## src/rtl/ip_codma_bus_arbiter.sv

```systemverilog
`timescale 1ns / 1ps
// ip_codma_bus_arbiter
//   Round-robin owner of the single codma system bus. Requester 0 is the DMA read
//   machine, requester 1 the write machine; extra requesters are optional. The owner
//   keeps the bus until its burst completes or is aborted. Completion, bus error,
//   timeout and illegal size are reported back as one-cycle pulses.
//
// Ports
//   clk_i, reset_n_i          clock, asynchronous active-low reset
//   req_i[NUM_REQ]            level request, held until done_o / error_o
//   size_i[NUM_REQ*4]         size code per requester, slice [4i+3:4i]
//   write_i[NUM_REQ]          direction per requester, 1 = write
//   grant_o[NUM_REQ]          one-hot, owner may move data beats
//   done_o / error_o          one-cycle completion / abort pulses
//   bus_req_o, bus_write_o,
//   bus_size_o[4]             request, direction and size code towards the bus
//   bus_grant_i, bus_valid_i,
//   bus_error_i               bus grant, one 64-bit beat moved, bus error
//   busy_o                    arbiter not idle
//   owner_o[OW]               index of current / last owner
module ip_codma_bus_arbiter #(
  parameter int unsigned NUM_REQ = 2,
  parameter int unsigned TIMEOUT = 255,
  parameter int unsigned OW      = $clog2(NUM_REQ)
) (
  input  logic                 clk_i,
  input  logic                 reset_n_i,
  input  logic [NUM_REQ-1:0]   req_i,
  input  logic [NUM_REQ*4-1:0] size_i,
  input  logic [NUM_REQ-1:0]   write_i,
  output logic [NUM_REQ-1:0]   grant_o,
  output logic [NUM_REQ-1:0]   done_o,
  output logic [NUM_REQ-1:0]   error_o,
  output logic                 bus_req_o,
  output logic                 bus_write_o,
  output logic [3:0]           bus_size_o,
  input  logic                 bus_grant_i,
  input  logic                 bus_valid_i,
  input  logic                 bus_error_i,
  output logic                 busy_o,
  output logic [OW-1:0]        owner_o
);

  typedef enum logic [1:0] {ArbIdle, ArbReq, ArbXfer, ArbDone} arb_state_e;

  localparam logic [15:0] TmoLimit = 16'(TIMEOUT);

  arb_state_e           state_q, state_d;
  logic [OW-1:0]        owner_q, owner_d;
  logic [OW-1:0]        ptr_q, ptr_d;
  logic [3:0]           size_q, size_d;
  logic                 write_q, write_d;
  logic [1:0]           beat_q, beat_d;
  logic [15:0]          tmo_q, tmo_d;
  logic [NUM_REQ-1:0]   done_q, done_d;
  logic [NUM_REQ-1:0]   error_q, error_d;

  logic                 pick_valid;
  logic [OW-1:0]        pick_idx;
  logic [OW-1:0]        cand;
  logic [3:0]           pick_size;
  logic                 pick_write;
  logic                 abort;

  // Beats of 64 bits per size code; 0 marks an illegal code.
  function automatic logic [2:0] beats_of(input logic [3:0] code);
    case (code)
      4'd3:    beats_of = 3'd1;
      4'd8:    beats_of = 3'd2;
      4'd9:    beats_of = 3'd4;
      default: beats_of = 3'd0;
    endcase
  endfunction

  // First active request searching upward from the pointer, wrapping at NUM_REQ.
  always_comb begin
    pick_valid = 1'b0;
    pick_idx   = '0;
    cand       = '0;
    pick_size  = '0;
    pick_write = 1'b0;
    for (int unsigned i = 0; i < NUM_REQ; i++) begin
      cand = OW'((32'(ptr_q) + i) % NUM_REQ);
      if (!pick_valid && req_i[cand]) begin
        pick_valid = 1'b1;
        pick_idx   = cand;
      end
    end
    for (int unsigned j = 0; j < NUM_REQ; j++) begin
      if (pick_idx == OW'(j)) begin
        pick_size  = size_i[4*j +: 4];
        pick_write = write_i[j];
      end
    end
  end

  // Bus error outranks the final beat; timeout behaves exactly like a bus error.
  assign abort = bus_error_i || (tmo_q == TmoLimit);

  always_comb begin
    state_d = state_q;
    owner_d = owner_q;
    ptr_d   = ptr_q;
    size_d  = size_q;
    write_d = write_q;
    beat_d  = beat_q;
    tmo_d   = tmo_q;
    done_d  = '0;
    error_d = '0;
    unique case (state_q)
      ArbIdle: begin
        if (pick_valid) begin
          owner_d = pick_idx;
          size_d  = pick_size;
          write_d = pick_write;
          beat_d  = '0;
          tmo_d   = '0;
          if (beats_of(pick_size) == 3'd0) begin
            // Illegal size never reaches the bus.
            state_d           = ArbDone;
            error_d[pick_idx] = 1'b1;
          end else begin
            state_d = ArbReq;
          end
        end
      end
      ArbReq: begin
        if (abort) begin
          state_d          = ArbDone;
          error_d[owner_q] = 1'b1;
          beat_d           = '0;
          tmo_d            = '0;
        end else if (!req_i[owner_q]) begin
          state_d = ArbIdle;
        end else if (bus_grant_i) begin
          state_d = ArbXfer;
          beat_d  = '0;
          tmo_d   = '0;
        end else begin
          tmo_d = tmo_q + 16'd1;
        end
      end
      ArbXfer: begin
        if (abort) begin
          state_d          = ArbDone;
          error_d[owner_q] = 1'b1;
          beat_d           = '0;
          tmo_d            = '0;
        end else if (bus_valid_i) begin
          tmo_d = '0;
          if ({1'b0, beat_q} == beats_of(size_q) - 3'd1) begin
            state_d         = ArbDone;
            done_d[owner_q] = 1'b1;
            beat_d          = '0;
          end else begin
            beat_d = beat_q + 2'd1;
          end
        end else begin
          tmo_d = tmo_q + 16'd1;
        end
      end
      ArbDone: begin
        state_d = ArbIdle;
        if (32'(owner_q) == NUM_REQ - 1) begin
          ptr_d = '0;
        end else begin
          ptr_d = owner_q + OW'(1);
        end
      end
      default: state_d = ArbIdle;
    endcase
  end

  always_ff @(posedge clk_i or negedge reset_n_i) begin
    if (!reset_n_i) begin
      state_q <= ArbIdle;
      owner_q <= '0;
      ptr_q   <= '0;
      size_q  <= '0;
      write_q <= 1'b0;
      beat_q  <= '0;
      tmo_q   <= '0;
      done_q  <= '0;
      error_q <= '0;
    end else begin
      state_q <= state_d;
      owner_q <= owner_d;
      ptr_q   <= ptr_d;
      size_q  <= size_d;
      write_q <= write_d;
      beat_q  <= beat_d;
      tmo_q   <= tmo_d;
      done_q  <= done_d;
      error_q <= error_d;
    end
  end

  always_comb begin
    grant_o = '0;
    grant_o[owner_q] = (state_q == ArbXfer);
  end

  assign done_o      = done_q;
  assign error_o     = error_q;
  assign bus_req_o   = (state_q == ArbReq) || (state_q == ArbXfer);
  assign bus_write_o = bus_req_o & write_q;
  assign bus_size_o  = bus_req_o ? size_q : 4'd0;
  assign busy_o      = (state_q != ArbIdle);
  assign owner_o     = owner_q;

endmodule

```

## config.mk

```make
export PLATFORM = sky130hd
export DESIGN_NAME = ip_codma_bus_arbiter
export DESIGN_NICKNAME = d
export VERILOG_FILES = /design/src/rtl/ip_codma_bus_arbiter.sv
export SDC_FILE = /design/constraint.sdc
export NUM_CORES = 1
export LEC_CHECK = 0
export ABC_AREA = 1
export CORE_AREA = 2 2 77 79
export CTS_CLUSTER_DIAMETER = 100
export DETAILED_ROUTE_END_ITERATION = 16
export DIE_AREA = 0 0 79 81
export DONT_BUFFER_PORTS = 1
export HOLD_SLACK_MARGIN = 0.12
export PLACE_DENSITY = 0.6
export SETUP_SLACK_MARGIN = 0.2
export SLEW_MARGIN = 30
export SYNTH_ARGS = -nofsm -noshare
export SYNTH_HDL_FRONTEND = slang
export SYNTH_SLANG_ARGS = --single-unit
```

## constraint.sdc

```tcl
create_clock -name clk_i -period 3.9 [get_ports clk_i]
set_input_delay 0.39 -clock clk_i [delete_from_list [all_inputs] [get_ports clk_i]]
set_output_delay 0.39 -clock clk_i [all_outputs]
set_load 0.01 [all_outputs]
```

==> results.md, run 1 <==
* Tmin final at 2.37 ns
* Layout cell share with drive strength beyond 1 at 7.40%
* Die width at 79 um
* Max frequency at 423 MHz
* Seq cells post-synth at 31
* Syn nets at 391
* GRT Total Usage at 20.1%
* Hold crit path type: in2reg
* Worst EP arrival at 1.98 ns
* Synthesis Warnings at 0
* WL/cell at 13.5 um
* Endpoints failing setup at 0
* Crit path max fanout at 23
* Largest net degree at the start of global routing at 32
* Worst Path Required at 3.51 ns
* Distinct cell type count after synthesis at 32
* Clock skew at 0.00839 ns
* Pwr per Cell Area at 589 mW/mm2
* DRC at 0
* Via Count at 2280
* Initial antenna violation count at 0
* GPL Wtd Cong at 0.871
* Antenna diodes at 0
* Sequential-to-total area share from yosys stat at 32.2%
* Clock Tree Buf Depth at 2
* Slowest stage cell, crit path: ha_1
* Worst-Margin Slew at 0.885 ns
* Final WL at 5940 um
* Reg clk slew, reported paths at 0.07 ns
* Worst-path cell chain: inv_1, ha_1, nand2_1, inv_1
* Synthesized area per cell at 6.56 um2
* Final HPWL DP at 4310 um
* Via-to-Cell Ratio at 5.18
* Number of CTS-inserted buffers at 5
* Layout area overhead at 7.38%
* Setup crit end kind: output port
* FP Rows at 28
* I/O Pins at 31
* Die Height at 81 um
* CTS tree: built
* Root Buffer: clkbuf_8
* First-pass GRT wire length at 10100 um
* Grt ovf at 0
* Worst Setup Start Kind: flip-flop
* Largest stage delay on the critical path at 0.88 ns
* Core area at 0.00568 mm2
* Vias in the first global route at 2111
* Worst skew pair latency at 0.29 ns
* DR iter-0 viols at 202
* Max-capacitance violation count at 0
* CP Class: reg2out
* Buf+Inv Stages, Crit Path at 2
* RSZ-0062 raised after global routing: false
* 1st-pass router iterations at 6
* Initial core utilization at 42.4%
* Mapped cell area at 0.00241 mm2
* LEAKAGE at 1.35 nW
* Final Cycle Share at 60.7%
* Fin nets at 388
* VDD IR max at 0.672 mV
* Antenna-violating nets left at 0
* Clock tree sinks at 31
* Port Buf Inserts at 0
* TNS Setup at 0 ns
* Die area at 0.00640 mm2
* Slew margin rel. at 41.0%
* Max H-tree Level at 2
* Most frequent CP cell: inv_1
* Top delay family on crit path: adder cells
* Max Slew Vio Count at 0
* Total power at 1.52 mW
* Final hold viol count at 0
* Syn Inst Count at 367
* Outcome: finished clean
-- cells in the mapped netlist (all sizes together) --
cell	instances	share of area [%]
xor2	9	3.3
nor3	3	0.62
nand2	119	20
a21o	1	0.31
nand3	47	10
o21ai	18	3.9
ha	7	3.6
clkinv	2	0.57
nor2	38	6.6
nand4	20	5.2
inv	47	7.4
nand3b	1	0.31
a21oi	6	1.2
o211ai	1	0.31
clkbuf	3	0.47
o21bai	2	0.62
a31oi	2	0.52
dfrtp	31	32
buf	9	2.2
nor4	1	0.26
-- area by class of cell --
cell class | instances | area [um2]
tap | 75 | 93.8
clock inverter | 2 | 35.0
inverter | 49 | 193
timing repair buffer | 2 | 30.0
multi-input combinational | 275 | 1370
sequential | 31 | 776
fill | 632 | 3090
clock buffer | 6 | 82.6
-- per-stage QoR --
| step | setup slack (ns) | std cells | hold WS (ns) | util, % | instance area [um2] |
|---|---|---|---|---|---|
| global route | 1.40 | 440 | 0.250 | 45.5 | 2580 |
| global placement | 1.77 | 430 | 0.0961 | 42.9 | 2440 |
| detailed placement | 1.78 | 430 | 0.0961 | 42.9 | 2440 |
| finish | 1.53 | 440 | 0.243 | 45.5 | 2580 |
| CTS | 1.52 | 440 | 0.240 | 45.5 | 2580 |
| floorplan | 2.21 | 367 | 0.0944 | - | 2410 |
-- logic make-up (layout without fill, tap and decap cells) --
kind of cell | after synthesis | after routing | synth area share [%]
XOR/XNOR | 9 | 9 | 3.28
AO/OA/AOI/OAI | 30 | 30 | 6.92
AND/OR/NAND/NOR | 229 | 229 | 43.3
buffers and inverters | 61 | 59 | 10.7
flip-flops | 31 | 31 | 32.2
adder cells (fa/ha/maj) | 7 | 7 | 3.64
-- sequential cells by signal, indices dropped and copies added (netlist names) --
signal and count:
state_q 2, write_q 1, error_o 2, owner_o 1
done_o 2, size_q 4, ptr_q 1, beat_q 2
tmo_q 16
-- cells in the final DEF (no fill, tap or decap), types with 2 or more instances in the layout --
cell / synthesis / layout
nand3_1: 46 / 46
nor2_2: 3 / 3
clkbuf_8: 0 / 6
o21bai_1: 2 / 2
nand2_4: 4 / 4
dfrtp_1: 31 / 31
inv_1: 46 / 46
xor2_1: 9 / 9
a31oi_1: 2 / 2
clkinv_2: 1 / 2
nand2_1: 110 / 110
nor3_1: 3 / 3
nor2_1: 34 / 34
ha_1: 7 / 7
nand2_2: 5 / 5
a21oi_1: 6 / 6
o21ai_0: 13 / 13
nand4_1: 20 / 20
o21ai_1: 4 / 4
-- power breakdown --
part / switching [mW] / total [mW] / leakage [nW] / internal, mW
Clock: 0.127 / 0.334 / 0.0612 / 0.207
Combinational: 0.540 / 0.728 / 0.875 / 0.187
Sequential: 0.0732 / 0.460 / 0.410 / 0.387
Total: 0.741 / 1.52 / 1.35 / 0.781
-- final timing paths --
path | end | slack, ns | depth (start not counted) | start
min in group asynchronous | done_o[0]$_DFF_PN0_ | 0.56 | 2 | reset_n_i
worst min-delay path | write_q$_DFFE_PN0P_ | 0.24 | 2 | write_i[1]
worst max register to register | tmo_q[1]$_DFFE_PN0P_ | 1.76 | 10 | state_q[0]$_DFFE_PN0P_
max in group asynchronous | tmo_q[14]$_DFFE_PN0P_ | 3.17 | 2 | reset_n_i
worst max-delay path | bus_write_o | 1.53 | 4 | state_q[0]$_DFFE_PN0P_
worst min register to register | tmo_q[1]$_DFFE_PN0P_ | 0.54 | 2 | tmo_q[1]$_DFFE_PN0P_
-- what timing repair did --
item                       in CTS  in global routing
hold endpoints to repair       31                  0
hold buffers                    2                  0
setup endpoints to repair       0                  0
resized for setup               0                  0
buffers inserted                0                  0
-- layer usage --
layer  vias to the layer above  wire, um  global-route usage (%)
met5                         -         0                       0
li1                       1174         -                       -
met1                      1029      2830                    27.3
met4                         0       126                    7.24
met2                        65      2610                    30.9
met3                        12       371                    5.33
(Power assumes the default switching activity.)
==> run 2, diff against run 1 <==
==> constraint.sdc (replaced) <==
create_clock -name clk_i -period 2.45 [get_ports clk_i]
set_input_delay 0.245 -clock clk_i [delete_from_list [all_inputs] [get_ports clk_i]]
set_output_delay 0.245 -clock clk_i [all_outputs]
set_load 0.01 [all_outputs]
==> run 2 against run 1 <==
- clock power increased by 37%
- first-iteration DRC count is 17% lower
- combinational power rose by 72%
- sequential share of layout area fell by 0.40 points
- final area up 1.4%
- final cell count is 1.4% higher
- count of clock-buffer cells in the layout is 2 higher
- routed wire length rose by 2.1%
- die area did not move
- critical path type is now reg2reg
- highest routed layer unchanged
==> results.md, run 2 (synthesized netlist as in run 1, its figures left out) <==
* Outcome: finished clean (unchanged)
* Number of CTS-inserted buffers at 5 (unchanged)
* Die area at 0.00640 mm2 (unchanged)
* Max-capacitance violation count at 0 (unchanged)
* LEAKAGE at 1.36 nW (was 1.35 nW)
* Commonest non-fill, non-tap cell in the layout: nand2_1 (unchanged)
* I/O Pins at 31 (unchanged)
* CP Class: reg2reg (was reg2out)
* VDD IR max at 0.741 mV (was 0.672 mV)
* Largest net degree at the start of global routing at 32 (unchanged)
* Pwr per Cell Area at 930 mW/mm2 (was 589 mW/mm2)
* Worst-Margin Slew at 0.436 ns (was 0.885 ns)
* Initial antenna violation count at 0 (unchanged)
* TNS Setup at 0 ns (unchanged)
* Hold crit path type: in2reg (unchanged)
* Antenna-violating nets left at 0 (unchanged)
* WHS Path Cells at 2 (unchanged)
* Tmin final at 1.98 ns
* Most flop-heavy register: tmo_q (unchanged)
* Final WL at 6060 um (was 5940 um)
* DRC at 0 (unchanged)
* Layout cell share with drive strength beyond 1 at 8.36% (was 7.40%)
* Layout area overhead at 8.84% (was 7.38%)
* Endpoints failing setup at 0 (unchanged)
* Final hold viol count at 0 (unchanged)
* CP startpoint: tmo_q[0]$_DFFE_PN0P_ (was state_q[0]$_DFFE_PN0P_)
* Reg clk slew, reported paths at 0.07 ns (about the same)
* Via-to-Cell Ratio at 5.15 (was 5.18)
* Final HPWL DP at 4430 um (was 4310 um)
* 1st-pass router iterations at 4 (was 6)
* WL/cell at 13.6 um (was 13.5 um)
* Top flop regs: tmo_q x16, size_q x4 (unchanged)
* Fin nets at 394 (was 388)
* RSZ-0062 raised after global routing: false (unchanged)
* GPL Wtd Cong at 0.887 (was 0.871)
* Clock skew at 0.0124 ns (was 0.00839 ns)
* Die width at 79 um (unchanged)
* Port Buf Inserts at 0 (unchanged)
* Worst Path Required at 2.67 ns (was 3.51 ns)
* Final setup margin at 0.467 ns (was 1.53 ns)
* FF-to-FF path depth at 14 (was 10)
* Worst skew pair latency at 0.29 ns (about the same)
* Setup crit end kind: flip-flop (was output port)
* Hold path startpoint: size_i[4] (was write_i[1])
* Worst Setup Start Kind: flip-flop (unchanged)
* Max frequency at 504 MHz
* Root Buffer: clkbuf_8 (unchanged)
* Reg2Reg Launch Point: tmo_q[0]$_DFFE_PN0P_ (was state_q[0]$_DFFE_PN0P_)
* Crit path max fanout at 27 (was 23)
* FP Rows at 28 (unchanged)
* Clock Tree Buf Depth at 2 (unchanged)
* Commonest cells after routing, fill and taps aside: nand2_1 (110), inv_1 (46), nand3_1 (46), nor2_1 (34), dfrtp_1 (31) (unchanged)
* Max H-tree Level at 2 (unchanged)
* Vias in the first global route at 2135 (was 2111)
* Worst EP arrival at 2.21 ns (was 1.98 ns)
* Max Slew Vio Count at 0 (unchanged)
* CTS tree: built (unchanged)
* Core area at 0.00568 mm2 (unchanged)
* Hold_ws at 0.136 ns (was 0.243 ns)
* Largest register FFs at 16 (unchanged)
* Die Height at 81 um (unchanged)
* Slew margin rel. at 70.9% (was 41.0%)
* Grt ovf at 0 (unchanged)
* DR iter-0 viols at 167 (was 202)
* Via Count at 2296 (was 2280)
* Antenna diodes at 0 (unchanged)
* Initial core utilization at 42.4% (unchanged)
* Clock tree sinks at 31 (unchanged)
* Post-place setup slack at 0.490 ns (was 1.78 ns)
* Final Cycle Share at 80.9%
* GRT Total Usage at 20.5% (was 20.1%)
* First-pass GRT wire length at 10300 um (was 10100 um)
[run 2: through the flow]
stage / cell area (um2) / util, % / power (mW) / instances
6_report: 2620 / 46.1 / 2.44 / 446
3_3_place_gp: 2470 / 43.5 / 1.95 / 434
4_1_cts: 2610 / 45.9 / 2.44 / 445
2_1_floorplan: 2410 / - / 1.69 / 367
5_1_grt: 2620 / 46.1 / 2.66 / 446
3_5_place_dp: 2470 / 43.5 / 1.96 / 434
[run 2: report_power, final]
| part | total (mW) | internal [mW] | switching, mW |
|---|---|---|---|
| Clock | 0.458 | 0.257 | 0.202 |
| Sequential | 0.731 | 0.615 | 0.116 |
| Combinational | 1.25 | 0.353 | 0.893 |
| Total | 2.44 | 1.22 | 1.21 |
[run 2: path summary, 6_finish.rpt]
| check | end | slack, ns |
|---|---|---|
| max reg2reg | tmo_q[1]$_DFFE_PN0P_ | 0.47 |
| min | size_q[0]$_DFFE_PN0P_ | 0.14 |
| min reg2reg | write_q$_DFFE_PN0P_ | 0.53 |
| max in group asynchronous | error_o[0]$_DFF_PN0_ | 1.88 |
| min in group asynchronous | tmo_q[5]$_DFFE_PN0P_ | 0.39 |
| max | tmo_q[1]$_DFFE_PN0P_ | 0.47 |
[run 2: area by class of cell]
cell class              count  area [um2]
multi-input cells         275        1380
well taps                  75        93.8
flip-flops and latches     31         776
clock buffers               8         100
fillers                   618        3060
inverters                  49         193
repair buffers              8        80.1
[run 2: per-layer routing]
metal | vias to the layer above | track usage [%] | wire length (um)
met2 | 57 | 32.6 | 2750
met4 | 0 | 6.03 | 87
met1 | 1042 | 28.3 | 2910
met3 | 8 | 4.22 | 311
li1 | 1189 | - | -
met5 | - | 0 | 0
[run 2: repair_timing]
item | in CTS | in global routing
setup buffers | 0 | 0
resized for setup | 0 | 1
hold buffers | 3 | 1
hold endpoints to repair | 32 | 2
endpoints found under the setup margin | 0 | 1
[run 2: worst max-delay path, stage by stage, from the launching register on]
cell and delay [ns]:
dfrtp_1 0.41, ha_1 0.26, inv_1 0.08, nor2_2 0.06, nand2_2 0.09, clkinv_2 0.06
nand2_4 0.07, nand2_4 0.08, inv_4 0.22, nand3_1 0.12, nand2_2 0.14, nand2_1 0.06
nor2_1 0.14, nand2_1 0.07, nand2_1 0.05
